**src/rtl/mmio_sw_input_if.sv**
```systemverilog
// CPU-side MIO bus slice for the switch-input peripheral: select, write strobe,
// word offset, write data, combinational read data and level interrupt.
interface mmio_sw_input_if;
    logic        sel;
    logic        we;
    logic [1:0]  addr;
    logic [31:0] wdata;
    logic [31:0] rdata;
    logic        irq;

    modport master (
        output sel,
        output we,
        output addr,
        output wdata,
        input  rdata,
        input  irq
    );

    modport slave (
        input  sel,
        input  we,
        input  addr,
        input  wdata,
        output rdata,
        output irq
    );
endinterface

```
**src/rtl/mmio_sw_input.sv**
```systemverilog
// Memory-mapped switch/button input: 2-flop sync, tick-sampled debounce, sticky
// rising-edge flags with W1C, interrupt enable mask and level interrupt.
module mmio_sw_input #(
    parameter int unsigned WIDTH    = 16,
    parameter int unsigned TICK_DIV = 100000,
    parameter int unsigned SAMPLES  = 3
) (
    input  logic             clk,
    input  logic             rst,
    input  logic [WIDTH-1:0] sw_i,
    mmio_sw_input_if.slave   bus
);

    localparam int unsigned CNT_W = (TICK_DIV > 1) ? $clog2(TICK_DIV) : 1;

    localparam logic [1:0] A_DATA   = 2'd0;
    localparam logic [1:0] A_EDGE   = 2'd1;
    localparam logic [1:0] A_IRQ_EN = 2'd2;
    localparam logic [1:0] A_STATUS = 2'd3;

    logic [WIDTH-1:0]   r_sync1;
    logic [WIDTH-1:0]   r_sync2;
    logic [CNT_W-1:0]   r_cnt;
    logic [SAMPLES-1:0] r_hist [WIDTH];
    logic [WIDTH-1:0]   r_db;
    logic [WIDTH-1:0]   r_edge;
    logic [WIDTH-1:0]   r_irq_en;

    logic               w_tick;
    logic [SAMPLES-1:0] w_hist_nxt [WIDTH];
    logic [WIDTH-1:0]   w_db_nxt;
    logic [WIDTH-1:0]   w_rise;
    logic               w_wr_edge;
    logic               w_wr_irq_en;
    logic [WIDTH-1:0]   w_clr;
    logic               w_irq;
    logic               w_unused;

    assign w_tick = (r_cnt == CNT_W'(TICK_DIV - 1));

    // History including the sample being shifted in decides the accept on the tick edge
    always_comb begin
        w_db_nxt = r_db;
        for (int i = 0; i < int'(WIDTH); i++) begin
            w_hist_nxt[i] = {r_hist[i][SAMPLES-2:0], r_sync2[i]};
            if (w_tick) begin
                if ((&w_hist_nxt[i]) && !r_db[i]) begin
                    w_db_nxt[i] = 1'b1;
                end else if (!(|w_hist_nxt[i]) && r_db[i]) begin
                    w_db_nxt[i] = 1'b0;
                end
            end
        end
    end

    assign w_rise      = w_db_nxt & ~r_db;
    assign w_wr_edge   = bus.sel & bus.we & (bus.addr == A_EDGE);
    assign w_wr_irq_en = bus.sel & bus.we & (bus.addr == A_IRQ_EN);
    assign w_clr       = w_wr_edge ? bus.wdata[WIDTH-1:0] : '0;
    assign w_irq       = |(r_edge & r_irq_en);
    assign w_unused    = &{1'b0, bus.wdata};

    always_ff @(posedge clk) begin
        if (rst) begin
            r_sync1  <= '0;
            r_sync2  <= '0;
            r_cnt    <= '0;
            r_db     <= '0;
            r_edge   <= '0;
            r_irq_en <= '0;
            for (int i = 0; i < int'(WIDTH); i++) begin
                r_hist[i] <= '0;
            end
        end else begin
            r_sync1 <= sw_i;
            r_sync2 <= r_sync1;
            r_cnt   <= w_tick ? '0 : r_cnt + CNT_W'(1);
            if (w_tick) begin
                for (int i = 0; i < int'(WIDTH); i++) begin
                    r_hist[i] <= w_hist_nxt[i];
                end
            end
            r_db   <= w_db_nxt;
            // A rising edge in the same cycle as its W1C must survive
            r_edge <= (r_edge & ~w_clr) | w_rise;
            if (w_wr_irq_en) begin
                r_irq_en <= bus.wdata[WIDTH-1:0];
            end
        end
    end

    always_comb begin
        bus.rdata = '0;
        case (bus.addr)
            A_DATA:   bus.rdata = 32'(r_db);
            A_EDGE:   bus.rdata = 32'(r_edge);
            A_IRQ_EN: bus.rdata = 32'(r_irq_en);
            A_STATUS: bus.rdata = {30'b0, |r_db, w_irq};
            default:  bus.rdata = '0;
        endcase
    end

    assign bus.irq = w_irq;

endmodule

```
**src/flat_wrapper.sv**
```systemverilog
// flat-port wrapper written by rule: the top's interface ports become plain ports
module mmio_sw_input_flat 
#(
    parameter int unsigned WIDTH    = 16,
    parameter int unsigned TICK_DIV = 100000,
    parameter int unsigned SAMPLES  = 3
)
  (clk, rst, sw_i, bus_sel, bus_we, bus_addr, bus_wdata, bus_rdata, bus_irq);
  mmio_sw_input_if bus_i ();
  input  logic clk;
  input  logic rst;
  input  logic [WIDTH-1:0] sw_i;
  input wire logic [$bits(bus_i.sel)-1:0] bus_sel;
  input wire logic [$bits(bus_i.we)-1:0] bus_we;
  input wire logic [$bits(bus_i.addr)-1:0] bus_addr;
  input wire logic [$bits(bus_i.wdata)-1:0] bus_wdata;
  output wire logic [$bits(bus_i.rdata)-1:0] bus_rdata;
  output wire logic [$bits(bus_i.irq)-1:0] bus_irq;
  assign bus_i.sel = bus_sel;
  assign bus_i.we = bus_we;
  assign bus_i.addr = bus_addr;
  assign bus_i.wdata = bus_wdata;
  assign bus_rdata = bus_i.rdata;
  assign bus_irq = bus_i.irq;
  mmio_sw_input #(.WIDTH(WIDTH), .TICK_DIV(TICK_DIV), .SAMPLES(SAMPLES)) u_core (.clk(clk), .rst(rst), .sw_i(sw_i), .bus(bus_i));
endmodule
```
**config.mk**
```make
export PLATFORM = sky130hd
export DESIGN_NAME = mmio_sw_input_flat
export DESIGN_NICKNAME = d
export VERILOG_FILES = /design/src/rtl/mmio_sw_input_if.sv /design/src/rtl/mmio_sw_input.sv /design/src/flat_wrapper.sv
export SDC_FILE = /design/constraint.sdc
export NUM_CORES = 1
export LEC_CHECK = 0
export ABC_CLOCK_PERIOD_IN_PS = 3050
export BUFFER_PORTS_ARGS = -buffer_cell sky130_fd_sc_hd__buf_2
export CAP_MARGIN = 20
export CELL_PAD_IN_SITES_DETAIL_PLACEMENT = 1
export CELL_PAD_IN_SITES_GLOBAL_PLACEMENT = 1
export CORE_ASPECT_RATIO = 0.8
export CORE_MARGIN = 5
export CORE_UTILIZATION = 44
export CTS_CLUSTER_DIAMETER = 60
export DETAILED_ROUTE_END_ITERATION = 10
export GPL_TIMING_DRIVEN = 1
export PLACE_DENSITY = 0.88
export SLEW_MARGIN = 20
export SYNTH_ARGS = -nofsm -noshare
export SYNTH_HDL_FRONTEND = slang
export SYNTH_SLANG_ARGS = --single-unit
```
**constraint.sdc**
```tcl
create_clock -name clk -period 3.05 [get_ports clk]
set_input_delay 0.915 -clock clk [delete_from_list [all_inputs] [get_ports clk]]
set_output_delay 0.915 -clock clk [all_outputs]
set_load 0.005 [all_outputs]
```
# After elaboration in Yosys (flattened, before gate mapping)
# Memory sizes are Yosys's and may differ from the RTL's.
# Index checks and enable logic that the tools add are counted.
# word_totals
mem_bits_ro	0
in_bits	54
output_inout_bits	33
ramBits	48
n_memories	1
regBits	97
latchBits	0
# classes
multipliers	0
n_bitwise	25
n_addsub	1
n_shift	0
n_lt_le_gt_ge	0
n_reduce_logical	100
n_eq_ne	4
mux	71
div	0
# mem_list
memory	depth	word_bits	read_ports	rd_clocked_by_memory_dff	wr	line	rtl
u_core.r_hist	16	3	16	0	16	mmio_sw_input.sv:24	logic [SAMPLES-1:0] r_hist [WIDTH];
# op_table
cell	n
$pmux W32 S4	1
$mux W1	53
$and A16 B16 Y16	3
$mux W3	16
$reduce_and A3 Y1	16
$reduce_or A3 Y1	16
$logic_and A1 B1 Y1	32
$logic_not A1 Y1	32
$not A16 Y16	2
$reduce_or A16 Y1	2
$add A17 B1 Y17 const B	1
$eq A17 B17 Y1 const B	1
$mux W16	1
$or A1 B1 Y1	16
$or A16 B16 Y16	1
$eq A2 B2 Y1 const B	2
$and A1 B1 Y1	3
$eq A2 B1 Y1 const B	1
$logic_not A2 Y1	1
$reduce_or A2 Y1	1

# Depth between registers and ports, before layout
# An unclocked memory read counts as a cell.
# depth
word_depth	9
depth_mapped	9
mapped_depth_nobuf	6

# Worst setup path before layout
# Ideal clock, no wire load.
# synth_path
kind	input port to output port
startpoint	input bus_addr[1]
endpoint	output bus_rdata[0]
n_path_buf	2
arrival_ps	1950
slack_ps	185
cell_stages	3
cell_sequence	buf_2 > buf_1 > mux4_2
# synth_via
elab_chain_len	2
# synth_rtl
item	line	rtl
start: declaration	flat_wrapper.sv:15	input wire logic [$bits(bus_i.addr)-1:0] bus_addr;
$eq A2 B2 Y1, or another cell as far along	mmio_sw_input.sv:94	case (bus.addr)
$pmux W32 S4 (*)	mmio_sw_input.sv:94	
end: declaration	flat_wrapper.sv:17	output wire logic [$bits(bus_i.rdata)-1:0] bus_rdata;
# Mark *: on every way between the ends. The rest lies on a longest branch, timed or not. The select of a mux whose other input is x is not followed.

# Worst setup path after layout
# layout_path
startpoint	register u_core.r_irq_en[4]
endpoint	output bus_rdata[0]
# layout_via
elab_chain_len	3
# layout_rtl
item	line	rtl
start: declaration	mmio_sw_input.sv:27	logic [WIDTH-1:0] r_irq_en;
start signal: assignment	mmio_sw_input.sv:87	r_irq_en <= bus.wdata[WIDTH-1:0];
$and A16 B16 Y16	mmio_sw_input.sv:60	assign w_irq = |(r_edge & r_irq_en);
$reduce_or A16 Y1	mmio_sw_input.sv:60	
$pmux W32 S4	mmio_sw_input.sv:94	
# Every way passes these cells. The select of a mux whose other input is x is not followed.

==> key figures <==
Place
  • Final GP Congestion: 0.843
  • Placed Instances: 777
  • Placed wire-length estimate: 10,200 um
  • DP Area: 0.00597 mm2
  • I/O Buffers: 54

Logic synthesis
  • Top cells by count, synth: dfxtp_1, nand2_1, o21ai_0
  • Post-synth EDFFs: 32
  • Library cells used by synthesis: 46
  • Gate count of the mapped netlist: 569
  • Mapped cell area: 0.00560 mm2
  • Syn Area/Cell: 9.85 um2
  • Synthesized flop and latch total: 129
  • Largest cells by area after synthesis: dfxtp_1, edfxtp_1, nand2_1
  • Cell with the most instances after synthesis: dfxtp_1
  • Synth top area share: 0.347
  • Total number of yosys warnings: 0
  • Synth async-reset ratio: 0
  • Dominant cell type by area after synthesis: dfxtp_1
  • Main synth FF type: dfxtp_1
  • Sequential area share after synthesis: 0.518

CTS
  • Clock Sinks: 129
  • Max Root-Sink Buffers: 2
  • Post-CTS Hold Fix Bufs: 0
  • CTS tree: done
  • TritonCTS buffer count: 17
  • Clk_lat worst skew: 420 ps
  • Root buffer cell: clkbuf_16
  • Clock slew at reported path FFs: 50 ps
  • H-Tree Depth: 4

Setup path
  • Startpoint types: flop
  • CP max FO: 3
  • WP data arrival: 2140 ps
  • Crit. End Element: output pin
  • Crit path kind: reg2out
  • Worst EP required: 2130 ps

STA
  • Final-report hold violation count: 0
  • Final Worst Setup Slack: -8.69 ps
  • Fmax: 327 MHz
  • Worst Clk Skew: 7.46 ps
  • Final setup viols: 1
  • Worst-Margin Slew: 987 ps
  • Fin crit share: 1.00
  • Fin crit period: 3060 ps
  • RSZ-0062 raised after global routing: true
  • Slew headroom: 0.342
  • Slew Limit Fails: 0

Outcome
  • Status: complete, but fails checks
  • Failing checks: setup timing

Die
  • Initial core utilization: 0.454
  • Die Area: 0.0151 mm2
  • Core area: 0.0123 mm2
  • I/O pin cnt: 87
  • Die span in x: 136 um
  • Rows: 36
  • Die Height: 111 um

Layout
  • Layout area overhead: 17.4%
  • Fillers: 1,428
  • Final net count: 682
  • Share of cells above drive strength 1: 0.184
  • Diode count: 0
  • Final instance area: 0.00658 mm2
  • Layout Cells excl Fill: 811

Drt
  • Iteration count of the initial detailed-routing pass: 4
  • Post-DRT Antenna Nets: 0
  • Wire per inst: 19.2 um
  • Via/cell ratio: 5.50
  • Total length of routed wires: 15,600 um
  • Starting DRT DRC Count: 350
  • Drt drc: 0
  • Detailed-route via count: 4,459

Job
  • Max-cap violations: 0

Global routing
  • GR peak layer: met2
  • Met3 Usage GRT: 0.0531
  • Total gr overflow: 0
  • Pin count of the biggest net entering global routing: 53
  • Vias in the first global route: 4,818
  • Met1 Use GR: 0.270
  • Total track usage: 0.217
  • Initial antenna violation count: 0
  • First-pass GRT wire length: 25,400 um
  • Met2 GRT Util: 0.356

Power
  • Static Leak: 2.54 nW
  • Peak VDD IR: 0.411 mV
  • Power per cell area: 605 mW/mm2

Hold path
  • Worst hold path class: reg2reg
[kinds of logic after synthesis]
| group | Yosys count | synth area share |
|---|---|---|
| multiplexers | 16 | 0.0310 |
| adder cells (fa/ha/maj) | 1 | 0.00223 |
| XOR/XNOR | 10 | 0.0156 |
| AND/OR/NAND/NOR | 218 | 0.213 |
| buffers and inverters | 64 | 0.0614 |
| AO/OA/AOI/OAI | 130 | 0.158 |
| other | 1 | 0.000669 |
| flip-flops | 129 | 0.518 |
[timing repair]
item / in CTS / in global routing
endpoints found under the setup margin: 1 / 1
resized for setup: 3 / 3
cloned: 0 / 0
buffers inserted: 1 / 1
pin swaps: 1 / 3
[worst max-delay path: stages, from the launching register on]
cell	delay, ps
dfxtp_2	340
a22o_1	290
a221oi_2	260
nand4_1	170
mux4_2	520
buf_2	150
[area by class of cell]
| class | instances | area [um2] | area share |
|---|---|---|---|
| clock inverters | 6 | 80.1 | 0.0122 |
| clock buffers | 26 | 489 | 0.0743 |
| inverters | 19 | 71.3 | 0.0108 |
| well taps | 171 | 214 | 0.0325 |
| repair buffers | 69 | 383 | 0.0582 |
| multi-input cells | 391 | 2440 | 0.370 |
| flip-flops and latches | 129 | 2910 | 0.442 |
[per-layer routing]
metal,vias up,wire length [um]
li1,2086,-
met1,2227,6670
met2,121,7880
met3,25,737
met4,0,299
met5,-,0
[where the power goes]
part	total, mW	switching [mW]	internal, mW
registers	1.84	0.0336	1.80
clock network	1.98	0.721	1.26
logic	0.164	0.101	0.0628
total	3.98	0.855	3.12
[state kept, by name (all words and copies together), names as in the netlist]
register and count:
u_core.r_cnt 17, u_core.r_sync1 16, u_core.r_sync2 16, u_core.r_hist 32, u_core.r_irq_en 16, u_core.r_edge 16, u_core.r_db 16
[per-stage QoR]
stage,hold slack (ps),TNS [ps],util,setup WS [ps],power [mW]
6_report,439,-8.69,0.533,-8.69,3.98
5_1_grt,453,-34.7,0.533,-34.7,4.13
4_1_cts,441,0,0.532,15.3,4.02
3_5_place_dp,429,0,0.484,185,2.03
3_3_place_gp,417,0,0.484,280,2.02
2_1_floorplan,414,0,-,185,1.97
[final timing paths]
| check | start | cells after the start | slack (ps) | end |
|---|---|---|---|---|
| worst max register to register | u_core.r_cnt[0] | 5 | 470 | u_core.r_edge[0] |
| worst min-delay path | u_core.r_sync1[6] | 1 | 440 | u_core.r_sync2[6] |
| worst max-delay path | u_core.r_irq_en[4] | 5 | -9 | bus_rdata[0] |
| worst min register to register | u_core.r_sync1[6] | 1 | 440 | u_core.r_sync2[6] |
[placed cells by master (no fill, tap or decap), drive strengths merged, types with 4 or more instances in the layout]
cell    Yosys  layout
a21oi      37      37
o21ai      49      49
a221oi      4       4
and2       21      21
nand2      81      81
dfxtp      97      97
edfxtp     32      32
nand4       7       7
nand3b     16      16
clkbuf     19      26
nor2b      45      45
xnor2       5       5
nor4        5       5
or3         5       5
mux2i      14      14
o41ai      16      16
buf        25      69
nand3      10      10
conb        1      16
inv        19      19
nor2       13      13
xor2        5       5
a22o       20      20
(Power assumes the default switching activity.)
